## src/rtl/psram_opi_core_pkg.sv

```systemverilog
// Shared PSRAM definitions: FSM state encodings, prescaler codes and small
// helpers used by the OPI transaction engine and its SCK generator.
package psram_opi_core_pkg;

  localparam logic [3:0] PSRAM_FSM_IDLE  = 4'd0;
  localparam logic [3:0] PSRAM_FSM_TCSP  = 4'd1;
  localparam logic [3:0] PSRAM_FSM_INST  = 4'd2;
  localparam logic [3:0] PSRAM_FSM_ADDR  = 4'd3;
  localparam logic [3:0] PSRAM_FSM_LATN  = 4'd4;
  localparam logic [3:0] PSRAM_FSM_WDATA = 4'd5;
  localparam logic [3:0] PSRAM_FSM_RDATA = 4'd6;
  localparam logic [3:0] PSRAM_FSM_TCHD  = 4'd7;
  localparam logic [3:0] PSRAM_FSM_RECY  = 4'd8;

  localparam logic [1:0] PSRAM_PSCR_DIV4  = 2'b00;
  localparam logic [1:0] PSRAM_PSCR_DIV8  = 2'b01;
  localparam logic [1:0] PSRAM_PSCR_DIV16 = 2'b10;
  localparam logic [1:0] PSRAM_PSCR_DIV32 = 2'b11;

  // Half SCK period in system clocks.
  function automatic logic [4:0] psram_half_period(input logic [1:0] pscr);
    logic [4:0] h;
    case (pscr)
      PSRAM_PSCR_DIV4:  h = 5'd2;
      PSRAM_PSCR_DIV8:  h = 5'd4;
      PSRAM_PSCR_DIV16: h = 5'd8;
      default:          h = 5'd16;
    endcase
    return h;
  endfunction

  // States in which SCK toggles.
  function automatic logic psram_fsm_toggling(input logic [3:0] st);
    return (st == PSRAM_FSM_INST)  || (st == PSRAM_FSM_ADDR) ||
           (st == PSRAM_FSM_LATN)  || (st == PSRAM_FSM_WDATA) ||
           (st == PSRAM_FSM_RDATA);
  endfunction

endpackage

```

## src/rtl/psram_opi_core_sck_gen.sv

```systemverilog
// Half-period timebase and SCK register for the OPI engine.
//   clk_i/rst_n_i : system clock, async active-low reset
//   pscr_i        : prescaler code (latched per burst by the caller)
//   run_i         : SCK toggles at edge points while high, held low otherwise
//   clear_i       : restart the half-period counter (state entry / idle)
//   launch_o      : hp_cnt == H/2-1 (output update point)
//   edge_o        : hp_cnt == H-1   (SCK edge / capture point)
//   sck_o         : registered SCK
module psram_sck_gen
  import psram_opi_core_pkg::*;
(
  input  logic       clk_i,
  input  logic       rst_n_i,
  input  logic [1:0] pscr_i,
  input  logic       run_i,
  input  logic       clear_i,
  output logic       launch_o,
  output logic       edge_o,
  output logic       sck_o
);

  logic [3:0] hp_cnt_q, hp_cnt_d;
  logic       sck_q, sck_d;
  logic [4:0] half;
  logic [3:0] edge_pt, launch_pt;

  always_comb begin
    half      = psram_half_period(pscr_i);
    edge_pt   = 4'(half - 5'd1);
    launch_pt = 4'((half >> 1) - 5'd1);
    launch_o  = (hp_cnt_q == launch_pt);
    edge_o    = (hp_cnt_q == edge_pt);
  end

  always_comb begin
    hp_cnt_d = hp_cnt_q + 4'd1;
    if (clear_i || edge_o) hp_cnt_d = '0;
    sck_d = sck_q;
    if (!run_i)      sck_d = 1'b0;
    else if (edge_o) sck_d = ~sck_q;
  end

  always_ff @(posedge clk_i or negedge rst_n_i) begin
    if (!rst_n_i) begin
      hp_cnt_q <= '0;
      sck_q    <= 1'b0;
    end else begin
      hp_cnt_q <= hp_cnt_d;
      sck_q    <= sck_d;
    end
  end

  assign sck_o = sck_q;

endmodule

```

## src/rtl/psram_opi_core.sv

```systemverilog
// OPI DDR PSRAM transaction engine. Turns one accepted request into a
// complete 2-byte burst: CE# setup, command, address, latency, data,
// CE# hold and recovery, then a one-cycle done pulse.
//   clk_i, rst_n_i         : system clock, async active-low reset
//   en_i, pscr_i, tcsp_i, tchd_i, recy_i, wcmd_i, rcmd_i, wlc_i, rlc_i
//                          : latched configuration (pscr sampled on accept)
//   xfer_*                 : single-transfer request handshake and payload
//   rdata_o, done_o, busy_o: completion status
//   psram_*                : OPI pin bundle (SCK, CE#, IO[7:0], DQS)
module psram_opi_core
  import psram_opi_core_pkg::*;
#(
  parameter int unsigned DATA_BYTES = 2,
  parameter int unsigned LC_WIDTH   = 8
) (
  input  logic                clk_i,
  input  logic                rst_n_i,
  input  logic                en_i,
  input  logic [1:0]          pscr_i,
  input  logic [1:0]          tcsp_i,
  input  logic [1:0]          tchd_i,
  input  logic [7:0]          recy_i,
  input  logic [7:0]          wcmd_i,
  input  logic [7:0]          rcmd_i,
  input  logic [LC_WIDTH-1:0] wlc_i,
  input  logic [LC_WIDTH-1:0] rlc_i,
  input  logic                xfer_valid_i,
  output logic                xfer_ready_o,
  input  logic                xfer_we_i,
  input  logic [31:0]         xfer_addr_i,
  input  logic [15:0]         xfer_wdata_i,
  output logic [15:0]         rdata_o,
  output logic                done_o,
  output logic                busy_o,
  output logic                psram_sck_o,
  output logic                psram_ce_o,
  output logic [7:0]          psram_io_en_o,
  output logic [7:0]          psram_io_out_o,
  input  logic [7:0]          psram_io_in_i,
  output logic                psram_dqs_en_o,
  output logic                psram_dqs_out_o,
  input  logic                psram_dqs_in_i
);

  localparam int unsigned BW = LC_WIDTH + 1;

  logic [3:0]          state_q, state_d;
  logic                we_q;
  logic [31:0]         addr_q;
  logic [15:0]         wdata_q;
  logic [7:0]          cmd_q;
  logic [LC_WIDTH-1:0] lc_q;
  logic [1:0]          pscr_q;
  logic [BW-1:0]       bcnt_q, bcnt_d;
  logic [BW-1:0]       beat_last;
  logic [15:0]         rbuf_q, rdata_q;
  logic [7:0]          io_en_q, io_en_d, io_out_q, io_out_d;
  logic                dqs_en_q, dqs_en_d;
  logic                ce_q, done_q;

  logic accept, launch, edge_pt, sck, entering, beat_end;
  logic unused_inputs;

  // DQS input is not used for capture; address bit 0 is forced low.
  assign unused_inputs = ^{psram_dqs_in_i, xfer_addr_i[0]};

  assign accept       = (state_q == PSRAM_FSM_IDLE) && en_i && xfer_valid_i;
  assign xfer_ready_o = accept;

  always_comb begin
    beat_last = '0;
    case (state_q)
      PSRAM_FSM_TCSP:  beat_last = BW'(tcsp_i);
      PSRAM_FSM_INST:  beat_last = BW'(1);
      PSRAM_FSM_ADDR:  beat_last = BW'(3);
      PSRAM_FSM_LATN:  beat_last = {lc_q, 1'b0} - BW'(1);
      PSRAM_FSM_WDATA: beat_last = BW'(DATA_BYTES - 1);
      PSRAM_FSM_RDATA: beat_last = BW'(DATA_BYTES - 1);
      PSRAM_FSM_TCHD:  beat_last = BW'(tchd_i);
      PSRAM_FSM_RECY:  beat_last = BW'(recy_i);
      default:         beat_last = '0;
    endcase
  end

  assign beat_end = edge_pt && (bcnt_q == beat_last) && (state_q != PSRAM_FSM_IDLE);

  always_comb begin
    state_d = state_q;
    case (state_q)
      PSRAM_FSM_IDLE:  if (accept) state_d = PSRAM_FSM_TCSP;
      PSRAM_FSM_TCSP:  if (beat_end) state_d = PSRAM_FSM_INST;
      PSRAM_FSM_INST:  if (beat_end) state_d = PSRAM_FSM_ADDR;
      PSRAM_FSM_ADDR:
        if (beat_end) begin
          if (lc_q != '0) state_d = PSRAM_FSM_LATN;
          else            state_d = we_q ? PSRAM_FSM_WDATA : PSRAM_FSM_RDATA;
        end
      PSRAM_FSM_LATN:
        if (beat_end) state_d = we_q ? PSRAM_FSM_WDATA : PSRAM_FSM_RDATA;
      PSRAM_FSM_WDATA: if (beat_end) state_d = PSRAM_FSM_TCHD;
      PSRAM_FSM_RDATA: if (beat_end) state_d = PSRAM_FSM_TCHD;
      PSRAM_FSM_TCHD:  if (beat_end) state_d = PSRAM_FSM_RECY;
      PSRAM_FSM_RECY:  if (beat_end) state_d = PSRAM_FSM_IDLE;
      default:         state_d = PSRAM_FSM_IDLE;
    endcase
  end

  assign entering = (state_d != state_q);

  always_comb begin
    bcnt_d = bcnt_q;
    if (entering)     bcnt_d = '0;
    else if (edge_pt) bcnt_d = bcnt_q + BW'(1);
  end

  psram_sck_gen u_sck_gen (
    .clk_i    (clk_i),
    .rst_n_i  (rst_n_i),
    .pscr_i   (pscr_q),
    .run_i    (psram_fsm_toggling(state_q)),
    .clear_i  ((state_q == PSRAM_FSM_IDLE) || entering),
    .launch_o (launch),
    .edge_o   (edge_pt),
    .sck_o    (sck)
  );

  // Pin outputs only change at launch points, mid-beat, so they are stable
  // around every SCK edge; non-data beats drive IO/DQS disabled.
  always_comb begin
    io_en_d  = io_en_q;
    io_out_d = io_out_q;
    dqs_en_d = dqs_en_q;
    if (launch && (state_q != PSRAM_FSM_IDLE)) begin
      io_en_d  = '0;
      io_out_d = '0;
      dqs_en_d = 1'b0;
      case (state_q)
        PSRAM_FSM_INST: begin
          io_en_d  = '1;
          io_out_d = cmd_q;
        end
        PSRAM_FSM_ADDR: begin
          io_en_d = '1;
          case (bcnt_q[1:0])
            2'd0:    io_out_d = addr_q[31:24];
            2'd1:    io_out_d = addr_q[23:16];
            2'd2:    io_out_d = addr_q[15:8];
            default: io_out_d = addr_q[7:0];
          endcase
        end
        PSRAM_FSM_LATN:  dqs_en_d = we_q && (bcnt_q == beat_last);
        PSRAM_FSM_WDATA: begin
          io_en_d  = '1;
          io_out_d = (bcnt_q == '0) ? wdata_q[15:8] : wdata_q[7:0];
          dqs_en_d = 1'b1;
        end
        default: ;
      endcase
    end
  end

  always_ff @(posedge clk_i or negedge rst_n_i) begin
    if (!rst_n_i) begin
      state_q  <= PSRAM_FSM_IDLE;
      we_q     <= 1'b0;
      addr_q   <= '0;
      wdata_q  <= '0;
      cmd_q    <= '0;
      lc_q     <= '0;
      pscr_q   <= PSRAM_PSCR_DIV4;
      bcnt_q   <= '0;
      rbuf_q   <= '0;
      rdata_q  <= '0;
      io_en_q  <= '0;
      io_out_q <= '0;
      dqs_en_q <= 1'b0;
      ce_q     <= 1'b1;
      done_q   <= 1'b0;
    end else begin
      state_q  <= state_d;
      bcnt_q   <= bcnt_d;
      io_en_q  <= io_en_d;
      io_out_q <= io_out_d;
      dqs_en_q <= dqs_en_d;
      ce_q     <= (state_d == PSRAM_FSM_IDLE) || (state_d == PSRAM_FSM_RECY);
      done_q   <= (state_q == PSRAM_FSM_TCHD) && (state_d == PSRAM_FSM_RECY);
      if (accept) begin
        we_q    <= xfer_we_i;
        addr_q  <= {xfer_addr_i[31:1], 1'b0};
        wdata_q <= xfer_wdata_i;
        cmd_q   <= xfer_we_i ? wcmd_i : rcmd_i;
        lc_q    <= xfer_we_i ? wlc_i : rlc_i;
        pscr_q  <= pscr_i;
      end
      if ((state_q == PSRAM_FSM_RDATA) && edge_pt) begin
        if (bcnt_q == '0) rbuf_q[15:8] <= psram_io_in_i;
        else              rbuf_q[7:0]  <= psram_io_in_i;
      end
      if ((state_q == PSRAM_FSM_TCHD) && (state_d == PSRAM_FSM_RECY) && !we_q)
        rdata_q <= rbuf_q;
    end
  end

  assign rdata_o         = rdata_q;
  assign done_o          = done_q;
  assign busy_o          = (state_q != PSRAM_FSM_IDLE);
  assign psram_sck_o     = sck;
  assign psram_ce_o      = ce_q;
  assign psram_io_en_o   = io_en_q;
  assign psram_io_out_o  = io_out_q;
  assign psram_dqs_en_o  = dqs_en_q;
  assign psram_dqs_out_o = 1'b0;

endmodule

```

## config.mk

```make
export PLATFORM = sky130hd
export DESIGN_NAME = psram_opi_core
export DESIGN_NICKNAME = d
export VERILOG_FILES = /design/src/rtl/psram_opi_core_pkg.sv /design/src/rtl/psram_opi_core_sck_gen.sv /design/src/rtl/psram_opi_core.sv
export SDC_FILE = /design/constraint.sdc
export NUM_CORES = 1
export LEC_CHECK = 0
export ABC_AREA = 0
export CAP_MARGIN = 20
export CORE_MARGIN = 2
export CORE_UTILIZATION = 25
export DETAILED_ROUTE_END_ITERATION = 7
export PLACE_DENSITY = 0.53
export RECOVER_POWER = 100
export SYNTH_ARGS = -nofsm -noshare
export SYNTH_HDL_FRONTEND = slang
export SYNTH_SLANG_ARGS = --single-unit
```

## constraint.sdc

```tcl
create_clock -name clk_i -period 4.33 [get_ports clk_i]
set_clock_uncertainty 0.2 [all_clocks]
set_input_delay 0.866 -clock clk_i [delete_from_list [all_inputs] [get_ports clk_i]]
set_output_delay 0.866 -clock clk_i [all_outputs]
set_load 0.05 [all_outputs]
```

Word level (Yosys, flattened, before mapping):

Cells that the tools add are included.

* register bits: 135
* word-level logic and storage cells: 98
* output and inout bits: 39
* input bits: 108

* equal/unequal tests: 18
* bitwise gates (word level): 2
* add/subtract/negate cells: 5
* mux-type cells: 25
* reduce and logical (&&, ||, !) cells: 30

Operators with widths (count)
* $pmux W9 S6: 1
* $pmux W8 S3: 2
* $mux W4: 9
* $mux W8: 4
* $pmux W4 S8: 1
* $mux W9: 2
* $eq A4 B3 Y1 const B: 4
* $pmux W5 S3: 1
* $add A9 B1 Y9 const B: 1
* $eq A9 B9 Y1: 1
* $logic_and A1 B1 Y1: 9
* $logic_not A9 Y1: 1
* $sub A9 B1 Y9 const B: 1
* $eq A4 B2 Y1 const B: 2
* $eq A4 B4 Y1: 2
* $eq A4 B4 Y1 const B: 2
* $logic_not A4 Y1: 2
* $reduce_bool A8 Y1: 1
* $sub A4 B1 Y4 const B: 2
* $logic_or A1 B1 Y1: 7
* $reduce_or A3 Y1: 2
* $add A4 B1 Y4 const B: 1
* $eq A2 B1 Y1 const B: 2
* $eq A2 B2 Y1 const B: 2
* 13 further kinds: 18

Logic depth before layout (Yosys ltp):

Gate-level depths: netlist of the first run.

* depth in word-level cells: 12
* gate-level depth with buffers: 11
* depth with buffers taken out: 10

Modules after synthesis:

A second synthesis of the first run with hierarchy kept.

* cell total of the unflattened synthesis: 550
* area total of the unflattened synthesis: 6274.8 um2

By module, submodules not included
* psram_opi_core: instances 1, cells each 519, area an instance 5964.5 um2, sequential area each 3079.2 um2
* psram_sck_gen: instances 1, cells each 31, area an instance 310.3 um2, sequential area each 125.1 um2

Worst setup path before layout of the first run:

OpenSTA, ideal clock, no wires.

* path kind: register to register
* start point: register state_q[1]
* end point: register rdata_q[10] (netlist: rdata_o[10])
* buffers on the path: 2
* slack: 0.467 ns
* data arrival time: 3.538 ns
* required time: 4.005 ns
* clock period less this slack: 3.863 ns
* cell stages (with the launch flop): 11
* library setup time: 0.125 ns
* cells stage by stage: dfrtp_1 > buf_4 > or4b_2 > or4_1 > nand3_1 > xor2_1 > or4_1 > or3_4 > nor3_4 > buf_6 > mux2_2

* longest elaborated chain between the ends: 11
* elaborated cells on any way between the ends: 30
* classes of those cells: 10 x eq/ne; 10 x mux; 10 x reduce/logical

Ends and longest elaborated chain
* start: declaration: line psram_opi_core.sv:47 `logic [3:0] state_q, state_d;`
* start signal: assignment: line psram_opi_core.sv:180 `state_q <= state_d;`
* $eq A4 B2 Y1 or $eq A4 B3 Y1 (tied branches): line psram_opi_core.sv:72, psram_opi_core.sv:89
* $reduce_or A3 Y1 (no line)
* $pmux W9 S6: line psram_opi_core.sv:72 `case (state_q)`
* $eq A9 B9 Y1: line psram_opi_core.sv:85 `assign beat_end = edge_pt && (bcnt_q == beat_last) && (state_q != PSRAM_FSM_IDLE);`
* $logic_and A1 B1 Y1 (2 in a row): line psram_opi_core.sv:85
* $mux W4 (tied with other cells): line psram_opi_core.sv:103 `PSRAM_FSM_RECY: if (beat_end) state_d = PSRAM_FSM_IDLE;`
* $pmux W4 S8: line psram_opi_core.sv:89 `case (state_q)`
* $eq A4 B4 Y1: line psram_opi_core.sv:199 `if ((state_q == PSRAM_FSM_TCHD) && (state_d == PSRAM_FSM_RECY) && !we_q)`
* $logic_and A1 B1 Y1 * (2 in a row): line psram_opi_core.sv:199
* end signal: assignment: line psram_opi_core.sv:200 `rdata_q <= rbuf_q;`
* end: declaration: line psram_opi_core.sv:56 `logic [15:0] rbuf_q, rdata_q;`

Every way passes the cells marked *; elsewhere a longest branch is shown, timed or not.
A chain may end at the register's enable or synchronous reset.

Worst setup path after layout of the first run:

* start point: register lc_q[0]
* end point: register rdata_q[6] (netlist: rdata_o[6])

* longest elaborated chain between the ends: 10
* elaborated cells on any way between the ends: 18
* classes of those cells: 1 x add/sub; 2 x eq/ne; 10 x mux; 5 x reduce/logical

Ends and longest elaborated chain
* start: declaration: line psram_opi_core.sv:52 `logic [LC_WIDTH-1:0] lc_q;`
* start signal: assignment: line psram_opi_core.sv:192 `lc_q <= xfer_we_i ? wlc_i : rlc_i;`
* $sub A9 B1 Y9: line psram_opi_core.sv:76 `PSRAM_FSM_LATN: beat_last = {lc_q, 1'b0} - BW'(1);`
* $pmux W9 S6: line psram_opi_core.sv:72
* $eq A9 B9 Y1: line psram_opi_core.sv:85
* $logic_and A1 B1 Y1 (2 in a row): line psram_opi_core.sv:85
* $mux W4 (tied with other cells): line psram_opi_core.sv:103
* $pmux W4 S8 *: line psram_opi_core.sv:89
* $eq A4 B4 Y1 *: line psram_opi_core.sv:199
* $logic_and A1 B1 Y1 * (2 in a row): line psram_opi_core.sv:199

Marked as above.

==> flow_summary.ini, run 1 <==
[routing]
dr_wl_met2_mm = 8.34
met3RoutedLength_um = 664
dr_total_vias = 4952
top_layer = met4
wl_met1_mm = 7.98
drc_errors = 0
drt-total-wl_mm = 17.1
viasPerCell = 4.48
detail_route.first_pass.iterations = 5
drt-wirelength-per-cell_um = 15.5
drt_iter0_drc = 325
ant_nets = 0

[floorplanning]
dieArea_mm2 = 0.0262
core-area_mm2 = 0.0244
fp.dieH_um = 162
io_pins = 147
die_w_um = 162
num_rows = 57
start_util_pct = 25.6

[clock_network]
cts_tree = done
htreeDepth = 4
postCtsHoldBufs = 0
numCtsBuffers = 17
cts.sink_count = 128
postCtsSetupRepairBufs = 0
cts.path.max_buffers = 2
clk_latency_ns = 0.42
cts_root_buffer = clkbuf_16
cts_resized = 0
clk_pin_slew_ns = 0.06

[setup_path]
slowest_stage = or4_2
cpPeakStageDelay_ns = 0.54
cp.required_ns = 4.43
crit_chain = inv_1 -> ha_1 -> or4b_1 -> or4_2 -> nand3_1 -> xor2_1 -> or4_1 -> or3_1 -> nor3_4 -> buf_12 -> mux2_2
path_class = reg -> reg
arrival_ns = 4.02
worstSetupStartpointType = flip-flop
endpoint_kind = flip-flop
path_max_fanout = 16

[sta]
hold_slack_ns = 0.271
report.final.slew_viol_count = 90
setup_viol = 0
final_hold_viol_count = 0
tightest_slew_ns = 2.34
relSlewSlack_pct = -55.9
fin_crit_sh_pct = 90.5
max_clock_freq_ghz = 0.255
rsz0062_at_grt = no
layout_min_cycle_time_ns = 3.92
setup_tns_ns = 0

[global_routing]
grt_pass1_vias = 5186
antenna_found_initial = 0
grt_max_degree = 90
grt_overflow = 0
grt.total_usage_pct = 13.8
grt_pass1_wl_mm = 28.3

[synthesis]
yosysTopAreaCell = dfrtp_1
synthFlopType = dfrtp_1
yosysMostFrequentCell = nand2_1
yosysUniqueCellTypes = 54
ys_ff_latch = 128
synth_fp_nets = 750
ys_top_cells_by_count = nand2_1, dfrtp_1, mux2_2
synthCells = 636
netlist_area_mm2 = 0.00623
yosysWarnings = 0
seq_area_frac_synth_pct = 51.4
synth_area_per_cell_um2 = 9.80
yosysTopAreaCellShare_pct = 51.0
synth_area_leaders = dfrtp_1, nand2_1, mux2_2
synthArstFlopShare_pct = 100
synth-edff-count = 0

[layout]
syn_to_final_growth_pct = 37.3
num_antenna_cells = 0
finalInstanceArea_mm2 = 0.00856
final_net_count = 883
drive_gt1_share_pct = 12.4
fillers = 2541

[place]
gp_congestion = 0.820
portBuffers = 143
placedInstanceArea_mm2 = 0.00796
place_hpwl_mm = 12.2

[pwr]
p_leak_nw = 3.93
peakVddDrop_mv = 0.272
powerDensity_mw_per_mm2 = 718

[min_path]
worstHoldPathType = reg -> reg

[run_status]
violations = capacitance limit, slew limit
status = finished with violations

[run]
maxCapViolations = 1
==> stage by stage <==
step                      power, mW  setup slack, ns  std cells  utilization [%]
after global routing           6.61            0.200       1106             35.1
after floorplan                3.86            0.467        636                -
after detailed placement       4.71            0.297       1074             32.6
after global placement         4.68            0.322       1074             32.6
final                          6.15            0.413       1106             35.1
after CTS                      6.30            0.409       1106             35.3
==> routing by layer <==
metal | track usage, % | up-vias
met4 | 3.18 | 0
li1 | - | 2453
met3 | 3.42 | 11
met2 | 22.8 | 91
met1 | 18.3 | 2397
met5 | 0 | -
==> path summary, 6_finish.rpt <==
| path | from | to | slack (ns) | depth (start not counted) |
|---|---|---|---|---|
| min in group asynchronous | rst_n_i | rdata_o[13] | 0.94 | 1 |
| max | lc_q[0] | rdata_o[6] | 0.41 | 11 |
| max reg2reg | lc_q[0] | rdata_o[6] | 0.41 | 11 |
| min reg2reg | wdata_q[4] | wdata_q[4] | 0.27 | 2 |
| min | wdata_q[4] | wdata_q[4] | 0.27 | 2 |
| max in group asynchronous | rst_n_i | addr_q[5] | 0.96 | 2 |
==> state kept, by name (all words and copies together) (netlist names), 2 cells and up <==
name and cells:
psram_io_out_o 8, pscr_q 2, state_q 4, rdata_o 16, wdata_q 16, u_sck_gen.hp_cnt_q 4, addr_q 31, cmd_q 8
lc_q 8, rbuf_q 16, bcnt_q 9
==> critical path: cells and delay by family (launching register included) <==
family                     cells  cell delay [ns]
buffers and inverters          2             0.29
xor gates and xnor gates       1             0.07
and+or+nand+nor                6             2.26
adders and majority gates      1             0.23
muxes                          1             0.34
DFF                            1             0.40
==> cell usage in the layout (no fill, tap or decap), types with 4 or more instances in the layout <==
master           count
nand2_1            195
dfrtp_1            127
clkdlybuf4s50_1    104
mux2_2              40
o21ai_0             37
dlygate4sd3_1       37
nor2_1              26
mux2i_1             20
clkbuf_16           17
a222oi_1            15
xor2_1              13
inv_1               11
xnor2_1             10
nand3_1              8
buf_4                8
nor4_1               6
ha_1                 6
nor3_1               5
nor4b_1              5
nand4_1              5
inv_6                5
clkbuf_1             5
or2_2                4
or4_1                4
a22oi_1              4
a21oi_1              4
bufinv_16            4
==> area by class of cell <==
| type | count | area, µm² | area share (%) |
|---|---|---|---|
| clock buffer | 18 | 439 | 5.13 |
| clock inverter | 14 | 201 | 2.35 |
| inverter | 12 | 45.0 | 0.526 |
| multi-input combinational | 452 | 2740 | 32.0 |
| sequential | 128 | 3200 | 37.4 |
| tap | 324 | 405 | 4.74 |
| timing repair buffer | 158 | 1530 | 17.8 |
==> power breakdown <==
part	switching, mW	leakage (nW)	internal [mW]	total [mW]
sequential	0.356	1.63	1.73	2.08
clock	0.571	0.308	0.989	1.56
combinational	1.54	1.99	0.963	2.50
==> cell families after synthesis <==
family / count (synthesis) / share of synthesized area, %
DFF: 128 / 51.4
other: 1 / 0.0601
AOI/OAI and AO/OA: 83 / 9.13
adders and majority gates: 6 / 1.20
and+or+nand+nor: 279 / 19.9
xor gates and xnor gates: 23 / 3.23
buffers and inverters: 56 / 4.62
muxes: 60 / 10.4
Note: power is estimated with default switching activity, not from simulation.
==> run 2: changes to the inputs <==
--- a/config.mk
+++ b/config.mk
@@ -9,6 +9,8 @@
 export CAP_MARGIN = 20
 export CORE_MARGIN = 2
 export CORE_UTILIZATION = 25
+export CTS_CLUSTER_DIAMETER = 150
+export CTS_CLUSTER_SIZE = 14
 export DETAILED_ROUTE_END_ITERATION = 7
 export PLACE_DENSITY = 0.53
 export RECOVER_POWER = 100
==> constraint.sdc (replaced) <==
create_clock -name clk_i -period 4.9 [get_ports clk_i]
set_clock_uncertainty 0.2 [all_clocks]
set_input_delay 0.98 -clock clk_i [delete_from_list [all_inputs] [get_ports clk_i]]
set_output_delay 0.98 -clock clk_i [all_outputs]
set_load 0.05 [all_outputs]
==> flow_summary.ini, run 2 (synthesis gave the netlist of run 1 again) <==
[run_status]
status = finished with violations
violations = capacitance limit, slew limit

[routing]
detail_route.first_pass.iterations = 6
drt_iter0_drc = 287
drc_errors = 0
drt-total-wl_mm = 17.1
ant_nets = 0
dr_total_vias = 4928
viasPerCell = 4.48
drt-wirelength-per-cell_um = 15.5

[global_routing]
grt.total_usage_pct = 13.6
grt_max_degree = 106
antenna_found_initial = 0
grt_overflow = 0
grt_pass1_vias = 5069
grt_pass1_wl_mm = 27.8

[layout]
largest-register = addr_q
regArea_mm2 = 0.00320
final_net_count = 878
syn_to_final_growth_pct = 36.5
final_cell_mix = nand2_1, dfrtp_1, clkdlybuf4s50_1
drive_gt1_share_pct = 12.0
largest_reg_flops = 31
multi_input_area_mm2 = 0.00274
num_antenna_cells = 0
layout_commonest_cell = nand2_1
fillers = 2491

[sta]
setup_tns_ns = 0
final_hold_viol_count = 0
fin_crit_sh_pct = 89.3
relSlewSlack_pct = -75.7
report.final.slew_viol_count = 191
layout_min_cycle_time_ns = 4.38
rsz0062_at_grt = no
hold_slack_ns = 0.270
setup_viol = 0
tightest_slew_ns = 2.64
max_clock_freq_ghz = 0.228

[floorplanning]
start_util_pct = 25.6
die_w_um = 162
io_pins = 147
dieArea_mm2 = 0.0262
num_rows = 57
fp.dieH_um = 162
core-area_mm2 = 0.0244

[clock_network]
cts_resized = 0
cts_root_buffer = clkbuf_16
postCtsSetupRepairBufs = 0
postCtsHoldBufs = 0
clk_latency_ns = 0.41
cts.path.max_buffers = 2
cts.sink_count = 128
cts_tree = done
clk_pin_slew_ns = 0.06
numCtsBuffers = 17
htreeDepth = 4

[pwr]
p_total_mw = 5.40
peakVddDrop_mv = 0.280
powerDensity_mw_per_mm2 = 635
p_leak_nw = 3.91

[min_path]
hold_depth = 2
min_to = wdata_q[1]
hold_start = wdata_q[1]
worstHoldPathType = reg -> reg

[run]
maxCapViolations = 2

[place]
place_hpwl_mm = 12.1
gp_congestion = 0.805
portBuffers = 143

[setup_path]
cp.required_ns = 4.99
rr_startpoint = state_q[3]
path_class = reg -> reg
endpoint_kind = flip-flop
rrSetupSlack_ns = 0.52
worstSetupStartpointType = flip-flop
reg2reg_to = rdata_o[15]
arrival_ns = 4.47
r2r_cells = 9
path_max_fanout = 20
[run 2: cell types whose count changed in the layout (fill, tap and decap cells not counted), sizes merged]
| cell | before | now |
|---|---|---|
| inv | 16 | 13 |
| clkbuf | 26 | 25 |
| clkinv | 4 | 5 |
| clkinvlp | 2 | 3 |
| buf | 9 | 6 |
[run 2: layout make-up]
cell class | count | share of cell area, %
multi-input combinational | 452 | 32.2
clock inverter | 13 | 2.16
timing repair buffer | 153 | 17.4
clock buffer | 19 | 5.32
sequential | 128 | 37.6
tap | 324 | 4.76
inverter | 12 | 0.529
[run 2: worst max-delay path: stages, from the launching register on]
cell and delay (ns):
dfrtp_1 0.60, or4b_2 0.74, or4_2 0.63, nand3_1 0.12, xor2_1 0.08, or4_1 0.44
or3_1 0.49, nor3_4 0.16, clkbuf_2 0.41, mux2_2 0.39
[run 2: how the worst max path moves through the flow]
stage | start | end | slack [ns] | depth (start not counted)
detailed placement | tcsp_i[1] | rdata_o[15] | 0.68 | 10
floorplan | state_q[1] | rdata_o[10] | 1.04 | 10
global placement | state_q[3] | rdata_o[11] | 0.71 | 9
finish | state_q[3] | rdata_o[15] | 0.52 | 9
CTS | state_q[3] | rdata_o[9] | 0.70 | 9
global route | state_q[3] | rdata_o[1] | 0.32 | 9
[run 2: report_power, final]
part           leakage, nW  internal, mW  switching [mW]
logic                 1.97         0.840            1.35
registers             1.63          1.53           0.327
clock network        0.306         0.879           0.484
[run 2: per-stage QoR]
| stage | cell area [µm²] | setup WS, ns | util, % | instances |
|---|---|---|---|---|
| 5_1_grt | 8510 | 0.317 | 34.9 | 1101 |
| 2_1_floorplan | 6230 | 1.04 | - | 636 |
| 3_5_place_dp | 7910 | 0.684 | 32.4 | 1069 |
| 4_1_cts | 8540 | 0.700 | 35.0 | 1101 |
| 3_3_place_gp | 7910 | 0.715 | 32.4 | 1069 |
| 6_report | 8510 | 0.522 | 34.9 | 1101 |
[run 2: routing by layer]
layer  vias to the layer above  GRT usage [%]  part of all wire [%]
li1                       2445              -                     -
met1                      2358           17.8                    46
met2                       107           22.7                    49
met3                        18           3.04                   3.7
met4                         0           3.74                   1.2
met5                         -              0                     0
